### src/rtl/atm_pkg.sv
// atm_pkg: op codes, status codes and FSM state encoding shared with the ATM front-end. Rev 1.0
`default_nettype none

package atm_pkg;

  typedef enum logic [2:0] {
    OP_VERIFY   = 3'd0,
    OP_WITHDRAW = 3'd1,
    OP_DEPOSIT  = 3'd2,
    OP_BALANCE  = 3'd3,
    OP_CLOSE    = 3'd4
  } op_e;

  typedef enum logic [2:0] {
    ST_OK           = 3'd0,
    ST_BAD_PIN      = 3'd1,
    ST_LOCKED       = 3'd2,
    ST_INSUFFICIENT = 3'd3,
    ST_NO_SESSION   = 3'd4,
    ST_BAD_CARD     = 3'd5,
    ST_OVERFLOW     = 3'd6,
    ST_ABORTED      = 3'd7
  } status_e;

  typedef enum logic [1:0] {
    S_IDLE   = 2'd0,
    S_LOOKUP = 2'd1,
    S_EXEC   = 2'd2,
    S_RESP   = 2'd3
  } state_e;

endpackage

`default_nettype wire

### src/rtl/atm_account_server_alu.sv
// atm_acct_alu: combinational withdraw/deposit arithmetic with underflow/overflow flags. Rev 1.0
`default_nettype none

module atm_acct_alu #(
  parameter int BALANCE_WIDTH = 20
) (
  input  logic [BALANCE_WIDTH-1:0] balance,
  input  logic [BALANCE_WIDTH-1:0] value,
  output logic [BALANCE_WIDTH-1:0] wd_result,
  output logic                     underflow,
  output logic [BALANCE_WIDTH-1:0] dep_result,
  output logic                     overflow
);

  logic [BALANCE_WIDTH:0] sum;

  assign sum        = {1'b0, balance} + {1'b0, value};
  assign dep_result = sum[BALANCE_WIDTH-1:0];
  assign overflow   = sum[BALANCE_WIDTH];
  assign underflow  = value > balance;
  assign wd_result  = balance - value;

endmodule

`default_nettype wire

### src/rtl/atm_account_server.sv
// atm_account_server: account table plus single-session request/response server. Rev 1.0
`default_nettype none

module atm_account_server
  import atm_pkg::*;
#(
  parameter int BALANCE_WIDTH = 20,
  parameter int NUM_ACCOUNTS  = 4,
  parameter int CARD_WIDTH    = 2,
  parameter int PIN_WIDTH     = 16,
  parameter int MAX_TRIES     = 3
) (
  input  logic                     clk,
  input  logic                     rst,
  input  logic                     req_valid,
  output logic                     req_ready,
  input  logic [2:0]               req_op,
  input  logic [CARD_WIDTH-1:0]    req_card_id,
  input  logic [PIN_WIDTH-1:0]     req_pin,
  input  logic [BALANCE_WIDTH-1:0] req_value,
  output logic                     rsp_valid,
  input  logic                     rsp_ready,
  output logic [2:0]               rsp_status,
  output logic [BALANCE_WIDTH-1:0] rsp_balance,
  input  logic                     session_abort,
  output logic                     session_active,
  input  logic                     prov_we,
  input  logic [CARD_WIDTH-1:0]    prov_idx,
  input  logic [PIN_WIDTH-1:0]     prov_pin,
  input  logic [BALANCE_WIDTH-1:0] prov_balance
);

  localparam logic [CARD_WIDTH:0] NUM_ACC_W = (CARD_WIDTH + 1)'(NUM_ACCOUNTS);
  localparam logic [1:0]          MAX_T     = 2'(MAX_TRIES);

  logic [PIN_WIDTH-1:0]     pin_tbl    [NUM_ACCOUNTS];
  logic [BALANCE_WIDTH-1:0] bal_tbl    [NUM_ACCOUNTS];
  logic [1:0]               tries_tbl  [NUM_ACCOUNTS];
  logic                     locked_tbl [NUM_ACCOUNTS];

  state_e state, state_nxt;

  logic [2:0]               op_q;
  logic [CARD_WIDTH-1:0]    card_q;
  logic [PIN_WIDTH-1:0]     pin_q;
  logic [BALANCE_WIDTH-1:0] value_q;

  logic                     ent_ok;
  logic [PIN_WIDTH-1:0]     ent_pin;
  logic [BALANCE_WIDTH-1:0] ent_bal;
  logic [1:0]               ent_tries;
  logic                     ent_locked;

  logic                  sess_open;
  logic [CARD_WIDTH-1:0] sess_card;

  logic                  card_ok, prov_ok;
  logic [CARD_WIDTH-1:0] look_idx;

  // Out-of-range ids read entry 0 but are flagged invalid, so nothing downstream uses it.
  assign card_ok  = {1'b0, card_q} < NUM_ACC_W;
  assign prov_ok  = {1'b0, prov_idx} < NUM_ACC_W;
  assign look_idx = card_ok ? card_q : '0;

  assign req_ready      = !rst && (state == S_IDLE) && !prov_we;
  assign session_active = sess_open;

  logic [BALANCE_WIDTH-1:0] wd_result, dep_result;
  logic                     underflow, overflow;

  atm_acct_alu #(.BALANCE_WIDTH(BALANCE_WIDTH)) u_alu (
    .balance    (ent_bal),
    .value      (value_q),
    .wd_result  (wd_result),
    .underflow  (underflow),
    .dep_result (dep_result),
    .overflow   (overflow)
  );

  always_ff @(posedge clk) begin
    if (rst) state <= S_IDLE;
    else     state <= state_nxt;
  end

  always_comb begin
    state_nxt = state;
    case (state)
      S_IDLE:   if (req_valid && req_ready) state_nxt = S_LOOKUP;
      S_LOOKUP: state_nxt = S_EXEC;
      S_EXEC:   state_nxt = S_RESP;
      S_RESP:   if (rsp_ready) state_nxt = S_IDLE;
      default:  state_nxt = S_IDLE;
    endcase
  end

  status_e                  ex_status;
  logic [BALANCE_WIDTH-1:0] ex_bal;
  logic                     ex_wr_bal, ex_wr_tries, ex_lock, ex_sess_set, ex_sess_clr;
  logic [BALANCE_WIDTH-1:0] ex_new_bal;
  logic [1:0]               ex_new_tries;
  logic                     has_sess;

  assign has_sess = sess_open && (sess_card == card_q);

  always_comb begin
    ex_status    = ST_OK;
    ex_bal       = ent_bal;
    ex_wr_bal    = 1'b0;
    ex_new_bal   = ent_bal;
    ex_wr_tries  = 1'b0;
    ex_new_tries = ent_tries;
    ex_lock      = ent_locked;
    ex_sess_set  = 1'b0;
    ex_sess_clr  = 1'b0;
    if (session_abort) begin
      ex_status   = ST_ABORTED;
      ex_sess_clr = 1'b1;
    end else if (!ent_ok) begin
      ex_status = ST_BAD_CARD;
      ex_bal    = '0;
    end else if (op_q == OP_VERIFY) begin
      if (ent_locked) begin
        ex_status = ST_LOCKED;
      end else if (pin_q == ent_pin) begin
        ex_wr_tries  = 1'b1;
        ex_new_tries = 2'd0;
        ex_sess_set  = 1'b1;
      end else begin
        ex_wr_tries  = 1'b1;
        ex_new_tries = ent_tries + 2'd1;
        ex_sess_clr  = 1'b1;
        if (ex_new_tries == MAX_T) begin
          ex_lock   = 1'b1;
          ex_status = ST_LOCKED;
        end else begin
          ex_status = ST_BAD_PIN;
        end
      end
    end else if (!has_sess) begin
      ex_status = ST_NO_SESSION;
    end else begin
      case (op_q)
        OP_WITHDRAW: begin
          if (underflow) ex_status = ST_INSUFFICIENT;
          else begin
            ex_wr_bal  = 1'b1;
            ex_new_bal = wd_result;
            ex_bal     = wd_result;
          end
        end
        OP_DEPOSIT: begin
          if (overflow) ex_status = ST_OVERFLOW;
          else begin
            ex_wr_bal  = 1'b1;
            ex_new_bal = dep_result;
            ex_bal     = dep_result;
          end
        end
        OP_BALANCE: ex_status = ST_OK;
        OP_CLOSE:   ex_sess_clr = 1'b1;
        default:    ex_status = ST_ABORTED;
      endcase
    end
  end

  always_ff @(posedge clk) begin
    if (rst) begin
      for (int i = 0; i < NUM_ACCOUNTS; i++) begin
        pin_tbl[i]    <= '0;
        bal_tbl[i]    <= '0;
        tries_tbl[i]  <= '0;
        locked_tbl[i] <= 1'b0;
      end
      op_q        <= '0;
      card_q      <= '0;
      pin_q       <= '0;
      value_q     <= '0;
      ent_ok      <= 1'b0;
      ent_pin     <= '0;
      ent_bal     <= '0;
      ent_tries   <= '0;
      ent_locked  <= 1'b0;
      sess_open   <= 1'b0;
      sess_card   <= '0;
      rsp_valid   <= 1'b0;
      rsp_status  <= '0;
      rsp_balance <= '0;
    end else begin
      case (state)
        S_IDLE: begin
          if (prov_we) begin
            if (prov_ok) begin
              pin_tbl[prov_idx]    <= prov_pin;
              bal_tbl[prov_idx]    <= prov_balance;
              tries_tbl[prov_idx]  <= '0;
              locked_tbl[prov_idx] <= 1'b0;
            end
          end else if (req_valid) begin
            op_q    <= req_op;
            card_q  <= req_card_id;
            pin_q   <= req_pin;
            value_q <= req_value;
          end
        end
        S_LOOKUP: begin
          ent_ok     <= card_ok;
          ent_pin    <= card_ok ? pin_tbl[look_idx] : '0;
          ent_bal    <= card_ok ? bal_tbl[look_idx] : '0;
          ent_tries  <= card_ok ? tries_tbl[look_idx] : '0;
          ent_locked <= card_ok ? locked_tbl[look_idx] : 1'b0;
        end
        S_EXEC: begin
          if (ex_wr_bal) bal_tbl[card_q] <= ex_new_bal;
          if (ex_wr_tries) begin
            tries_tbl[card_q]  <= ex_new_tries;
            locked_tbl[card_q] <= ex_lock;
          end
          rsp_valid   <= 1'b1;
          rsp_status  <= ex_status;
          rsp_balance <= ex_bal;
        end
        S_RESP: if (rsp_ready) rsp_valid <= 1'b0;
        default: ;
      endcase

      // Abort wins over every other session update on the same edge.
      if (session_abort) begin
        sess_open <= 1'b0;
      end else if (state == S_IDLE && prov_we && prov_ok && sess_card == prov_idx) begin
        sess_open <= 1'b0;
      end else if (state == S_EXEC && ex_sess_set) begin
        sess_open <= 1'b1;
        sess_card <= card_q;
      end else if (state == S_EXEC && ex_sess_clr) begin
        sess_open <= 1'b0;
      end
    end
  end

endmodule

`default_nettype wire
### config.mk
export PLATFORM = sky130hd
export DESIGN_NAME = atm_account_server
export DESIGN_NICKNAME = d
export VERILOG_FILES = /design/src/rtl/atm_pkg.sv /design/src/rtl/atm_account_server_alu.sv /design/src/rtl/atm_account_server.sv
export SDC_FILE = /design/constraint.sdc
export NUM_CORES = 1
export LEC_CHECK = 0
export ABC_CLOCK_PERIOD_IN_PS = 13400
export CAP_MARGIN = 10
export CORE_ASPECT_RATIO = 1.1
export CORE_MARGIN = 2
export CORE_UTILIZATION = 41
export DETAILED_ROUTE_END_ITERATION = 6
export DONT_BUFFER_PORTS = 1
export PLACE_DENSITY = 0.67
export SYNTH_ARGS = -nofsm -noshare
export SYNTH_HDL_FRONTEND = slang
export SYNTH_HIERARCHICAL = 1
export SYNTH_SLANG_ARGS = --single-unit
export TNS_END_PERCENT = 50
### constraint.sdc
create_clock -name clk -period 13.4 [get_ports clk]
set_input_delay 2.01 -clock clk [delete_from_list [all_inputs] [get_ports clk]]
set_output_delay 2.01 -clock clk [all_outputs]
set_load 0.05 [all_outputs]
# Yosys cells after proc, flatten, opt, wreduce, memory -nomap -nowiden
# Memory sizes are Yosys's and may differ from the RTL's. A register that Yosys moved wholly into a read port is not among the register bits.
# Cells that the tools add are included.
# Widths: inputs -> output; s select.
totals:
  register_bits: 71
  elab_cells: 157
  out_inout_bits: 26
  in_bits: 85
  mem_count: 4
  mem_bits_rw: 156
mem_list:
  columns: ["name", "depth", "word_bits", "rd", "rd_clocked_by_memory_dff", "wr", "line", "rtl"]
  rows:
  - ["bal_tbl", 4, 20, 1, 1, 4, "atm_account_server.sv:37", "logic [BALANCE_WIDTH-1:0] bal_tbl [NUM_ACCOUNTS];"]
  - ["pin_tbl", 4, 16, 1, 1, 4, "atm_account_server.sv:36", "logic [PIN_WIDTH-1:0] pin_tbl [NUM_ACCOUNTS];"]
  - ["tries_tbl", 4, 2, 1, 1, 4, "atm_account_server.sv:38", "logic [1:0] tries_tbl [NUM_ACCOUNTS];"]
  - ["locked_tbl", 4, 1, 1, 1, 4, "atm_account_server.sv:39", "logic locked_tbl [NUM_ACCOUNTS];"]
op_classes:
  addsub: 3
  n_bitwise: 3
  n_eq_ne: 13
  n_reduce_logical: 27
  magnitude_cmp: 1
  mux: 95
ops:
  columns: ["operator", "count"]
  rows:
  - ["$mux 20", 10]
  - ["$mux 1", 54]
  - ["$mux 2", 20]
  - ["$pmux 20 s2", 1]
  - ["$reduce_or 20->1", 2]
  - ["$add 20x20->21", 1]
  - ["$gt 20x20->1", 1]
  - ["$sub 20x20->20", 1]
  - ["$eq 16x16->1", 1]
  - ["$mux 16", 1]
  - ["$reduce_or 16->1", 1]
  - ["$mux 3", 5]
  - ["$pmux 3 s3", 1]
  - ["$logic_and 1x1->1", 8]
  - ["$pmux 2 s4", 1]
  - ["$eq 2x2->1 const B", 3]
  - ["$eq 3x2->1 const B", 2]
  - ["$reduce_and 3->1", 2]
  - ["$reduce_or 2->1", 3]
  - ["$eq 2x2->1", 2]
  - ["$ne 2x2->1 const B", 2]
  - ["$pmux 1 s2", 2]
  - ["$reduce_and 2->1", 2]
  - ["$reduce_bool 2->1", 2]
  - ["other kinds (10)", 14]

# Depth between registers and ports, before layout
depth:
  word_depth: 13
  depth_mapped: 16
  depth_no_buf: 14

# By module
# Netlist, hierarchy kept.
modules_own_cells:
  columns: ["mod", "n_inst", "seq_area_each_um2", "area_per_inst_um2", "cells_each"]
  rows:
  - ["atm_account_server", 1, 6886.6, 11970.2, 1045]
  - ["atm_acct_alu", 1, 0.0, 2244.7, 319]

# Worst setup path before layout
# OpenSTA, ideal clock, no wires.
synth_timing:
  path_kind: "input -> output"
  from: "in rst"
  to: "out req_ready"
  required_time_ps: 11390
  slack_ps: 7640
  stages: 4
  arrival_ps: 3750
  path_buffers: 3
  path_cell_list: "clkbuf_1 -> clkbuf_1 -> clkbuf_1 -> nor3b_1"
synth_between:
  elab_chain_len: 3
synth_lines:
  columns: ["item", "line", "rtl"]
  rows:
  - ["start: declaration", "atm_account_server.sv:14", "input logic rst,"]
  - ["$logic_not 1->1", "atm_account_server.sv:65", "assign req_ready = !rst && (state == S_IDLE) && !prov_we;"]
  - ["$logic_and 1x1->1 (2 in a row)", "atm_account_server.sv:65", null]
  - ["end: declaration", "atm_account_server.sv:16", "output logic req_ready,"]
# No other way between the ends.

==> summary.md <==
| Metric | Value |
|---|---|
| Outcome | complete, no violations |
| Leakage | about 5.6 nW |
| Post-CTS Resized | 0 |
| Number of buffers added for setup after CTS | 0 |
| Leading post-synthesis cells by cell area | edfxtp_1, dfxtp_1, mux4_2 |
| Slowest stage delay, CP | 0.60 ns |
| Pwr dens | 165 nW/um^2 |
| Nets | between 1000 and 1500 |
| Final Hold Vio Count | 0 |
| GRT overflow | 0 |
| Post-DP HPWL | around 25 mm |
| Setup TNS | 0 ns |
| Post-synth net total | about 1500 |
| # hold bufs at CTS | 0 |
| Reg clk slew, reported paths | 0.06 ns |
| R2r setup slk | ~8.2 ns |
| WP data arrival | 5.26 ns |
| Antenna violations before repair | 4 |
| Yosys cell types | 79 |
| Final WL | between 30 and 40 mm |
| Critical path class | flip-flop to flip-flop |
| Die Span Y | 199 um |
| Core footprint | 34200 sq um |
| Top cell type's share of synthesized area | about a third |
| Main combinational cell family by area after synthesis | simple AND/OR/NAND/NOR gates |
| Synth area leader | edfxtp_1 |
| Area Overhead vs Synth | 8.09% |
| Max_cap viols | 0 |
| Num ports | 111 |
| Most common cell after layout, fill and taps aside | nor2_1 |
| Critical path cell sequence | inv_1 -> ha_1 -> nor2b_1 -> o21ai_0 -> nor4bb_2 -> o21ai_0 -> a31oi_1 -> o21bai_1 -> nor3b_1 -> a21oi_1 -> nor4b_4 -> buf_4 -> mux2i_1 -> buf_4 -> nand2b_1 |
| Sequential share of the synthesized area | between 40% and 50% |
| Syn Area/Cell | roughly 10 sq um |
| Largest net degree at the start of global routing | around 130 |
| Setup violations, final | 0 |
| Grt peak-use layer | met2 |
| GP Congestion | about 0.95 |
| Grt met1 use | between 20% and 30% |
| Vias post-DR | roughly 10000 |
| Wire length per cell | between 20 and 25 um |
| DRT iter0 DRCs | between 700 and 800 |
| Predominant post-synthesis flop cell | edfxtp_1 |
| Fin util | 44.9% |
| Post-synthesis cell count | between 1000 and 1500 |
| H-tree Lvls | 1 |
| Skew-Pair Late Insertion Delay | approximately 0.55 ns |
| Cell Area, Synth | about 14000 sq um |
| Commonest non-fill, non-tap cells in the layout | nor2_1, edfxtp_1, nand2_1 |
| Post-Synth Simple-Gate Area | between 10% and 20% |
| Final WS setup | about 8 ns |
| Met3 usage | under 10% |
| Post-synth EDFFs | around 160 |
| Clock tree buffer depth | 3 |
| Dpl ws | ~8.2 ns |
| ANT nets after route | 0 |
| Adder-Cell Fraction of Synth Area | under 10% |
| I/O Buffers | 0 |
| Min Tclk post-route | between 5 and 6 ns |
| Ys Warns | 6 |
| Final period utilization | roughly two fifths |
| M2 GR Usage | about a third |
| Layout cell share with drive strength beyond 1 | 9.06% |
| TritonCTS clock tree | built |
| Setup crit end kind | flip-flop |
| Worst slew pin tran | roughly 1.2 ns |
| CP Max Fanout | 25 |
| Num CTS Buffers | 28 |
| Global-route wire length before repair | 55.7 mm |
| Total track usage | 19.6% |
| Initial Utilization | 41.6% |
| Slew Limit Fails | 0 |
| Worst VDD drop | between 0.09 and 0.1 mV |
| Sink Count | 266 |
| Multiplexer share of the synthesized area | between 10% and 20% |
| RSZ-0062 raised after global routing | false |
| Number of global-route vias before repair | between 9000 and 10000 |
| CTS root buffer | clkbuf_16 |
| WHS | roughly 0.47 ns |
| XOR/XNOR Fraction of Synth Area | under 10% |
| Fmax | between 150 and 200 MHz |
| Setup Skew | between 0.03 and 0.04 ns |
| Die area | 36200 sq um |
| DIE WIDTH | around 180 um |
| Slew headroom | approximately 22% |
| Startpoint Class | flip-flop |
| Async set or reset register ratio after synthesis | 0% |
| # DRC | 0 |
| Row cnt | 71 |
| CP Data Required Time | approximately 13 ns |
| Min-delay worst type | flip-flop to flip-flop |
| Post-synthesis register bit count | 266 |
| Slowest cell on crit path | ha_1 |
| Synth Area in Compound Gates | a little over a tenth |
| First-pass DRT Iterations | 5 |
| Via density | 5.65 |
[cell type report]
cell class | instances | area, sq um
Inverter | 65 | 244
Timing Repair Buffer | 12 | 90.1
Sequential cell | 266 | 6890
Tap cell | 438 | 548
Antenna cell | 3 | 7.51
Clock buffer | 34 | 744
Multi-Input combinational cell | 942 | 6710
Clock inverter | 16 | 135
Fill cell | 3117 | 18800
[metal layers]
| layer | vias to the layer above | share of wire [%] |
|---|---|---|
| met1 | 4888 | 43 |
| met5 | - | 0.036 |
| met4 | 2 | 2.0 |
| met2 | 327 | 48 |
| met3 | 56 | 7.0 |
| li1 | 4754 | - |
[critical path: cells and delay by family (launching register included)]
kind | cells | cell delay (ns)
AO/OA/AOI/OAI | 5 | 1.08
AND/OR/NAND/NOR | 5 | 1.65
flip-flops | 1 | 0.35
buffers and inverters | 3 | 0.77
adder cells (fa/ha/maj) | 1 | 0.60
multiplexers | 1 | 0.24
[stage by stage]
stage,instances,power (mW),cell area [sq um]
floorplan,1364,1.62,14200
global placement,1723,1.77,14500
detailed placement,1723,1.78,14500
CTS,1773,2.54,15400
global route,1775,2.65,15400
finish,1776,2.53,15400
[final timing paths]
| path | cells past startpoint | from | endpoint |
|---|---|---|---|
| setup / recovery | 15 | value_q[9] | bal_tbl[2][19] |
| hold / removal | 2 | pin_q[4] | pin_q[4] |
| setup reg to reg | 15 | value_q[9] | bal_tbl[2][19] |
| hold reg to reg | 2 | pin_q[4] | pin_q[4] |
[power by group]
part	total [mW]	switching [mW]	internal (mW)
Sequential	1.05	0.0958	0.959
Clock	0.755	0.323	0.432
Combinational	0.719	0.429	0.290
Total	2.53	0.847	1.68
[Yosys cell counts, types with 17 or more instances]
| cell type | n |
|---|---|
| and2_1 | 80 |
| clkbuf_1 | 55 |
| a21oi_1 | 73 |
| nor3_1 | 24 |
| inv_1 | 63 |
| dfxtp_1 | 110 |
| o21ai_0 | 43 |
| a22oi_1 | 35 |
| xnor2_1 | 28 |
| mux2i_1 | 65 |
| a31oi_1 | 17 |
| ha_1 | 45 |
| nand2_1 | 114 |
| xor2_1 | 25 |
| nor2b_1 | 31 |
| edfxtp_1 | 156 |
| mux4_2 | 39 |
| nor2_1 | 166 |
| buf_2 | 27 |
[flip-flops by register name, indices dropped and copies added (netlist names), 8 cells and up]
signal	count
bal_tbl	80
ent_bal	20
ent_pin	16
pin_q	16
pin_tbl	64
rsp_balance	20
tries_tbl	8
value_q	20
[cell families (layout without fill, tap and decap cells)]
| logic type | Yosys count | after routing |
|---|---|---|
| simple gates | 496 | 496 |
| flops | 266 | 266 |
| compound gates | 238 | 238 |
| buf+inv | 156 | 127 |
| mux | 106 | 106 |
| xor+xnor | 55 | 55 |
| fa+ha+maj | 47 | 47 |
| other cells | 0 | 3 |
No activity file was read; power rests on OpenSTA's default activity.
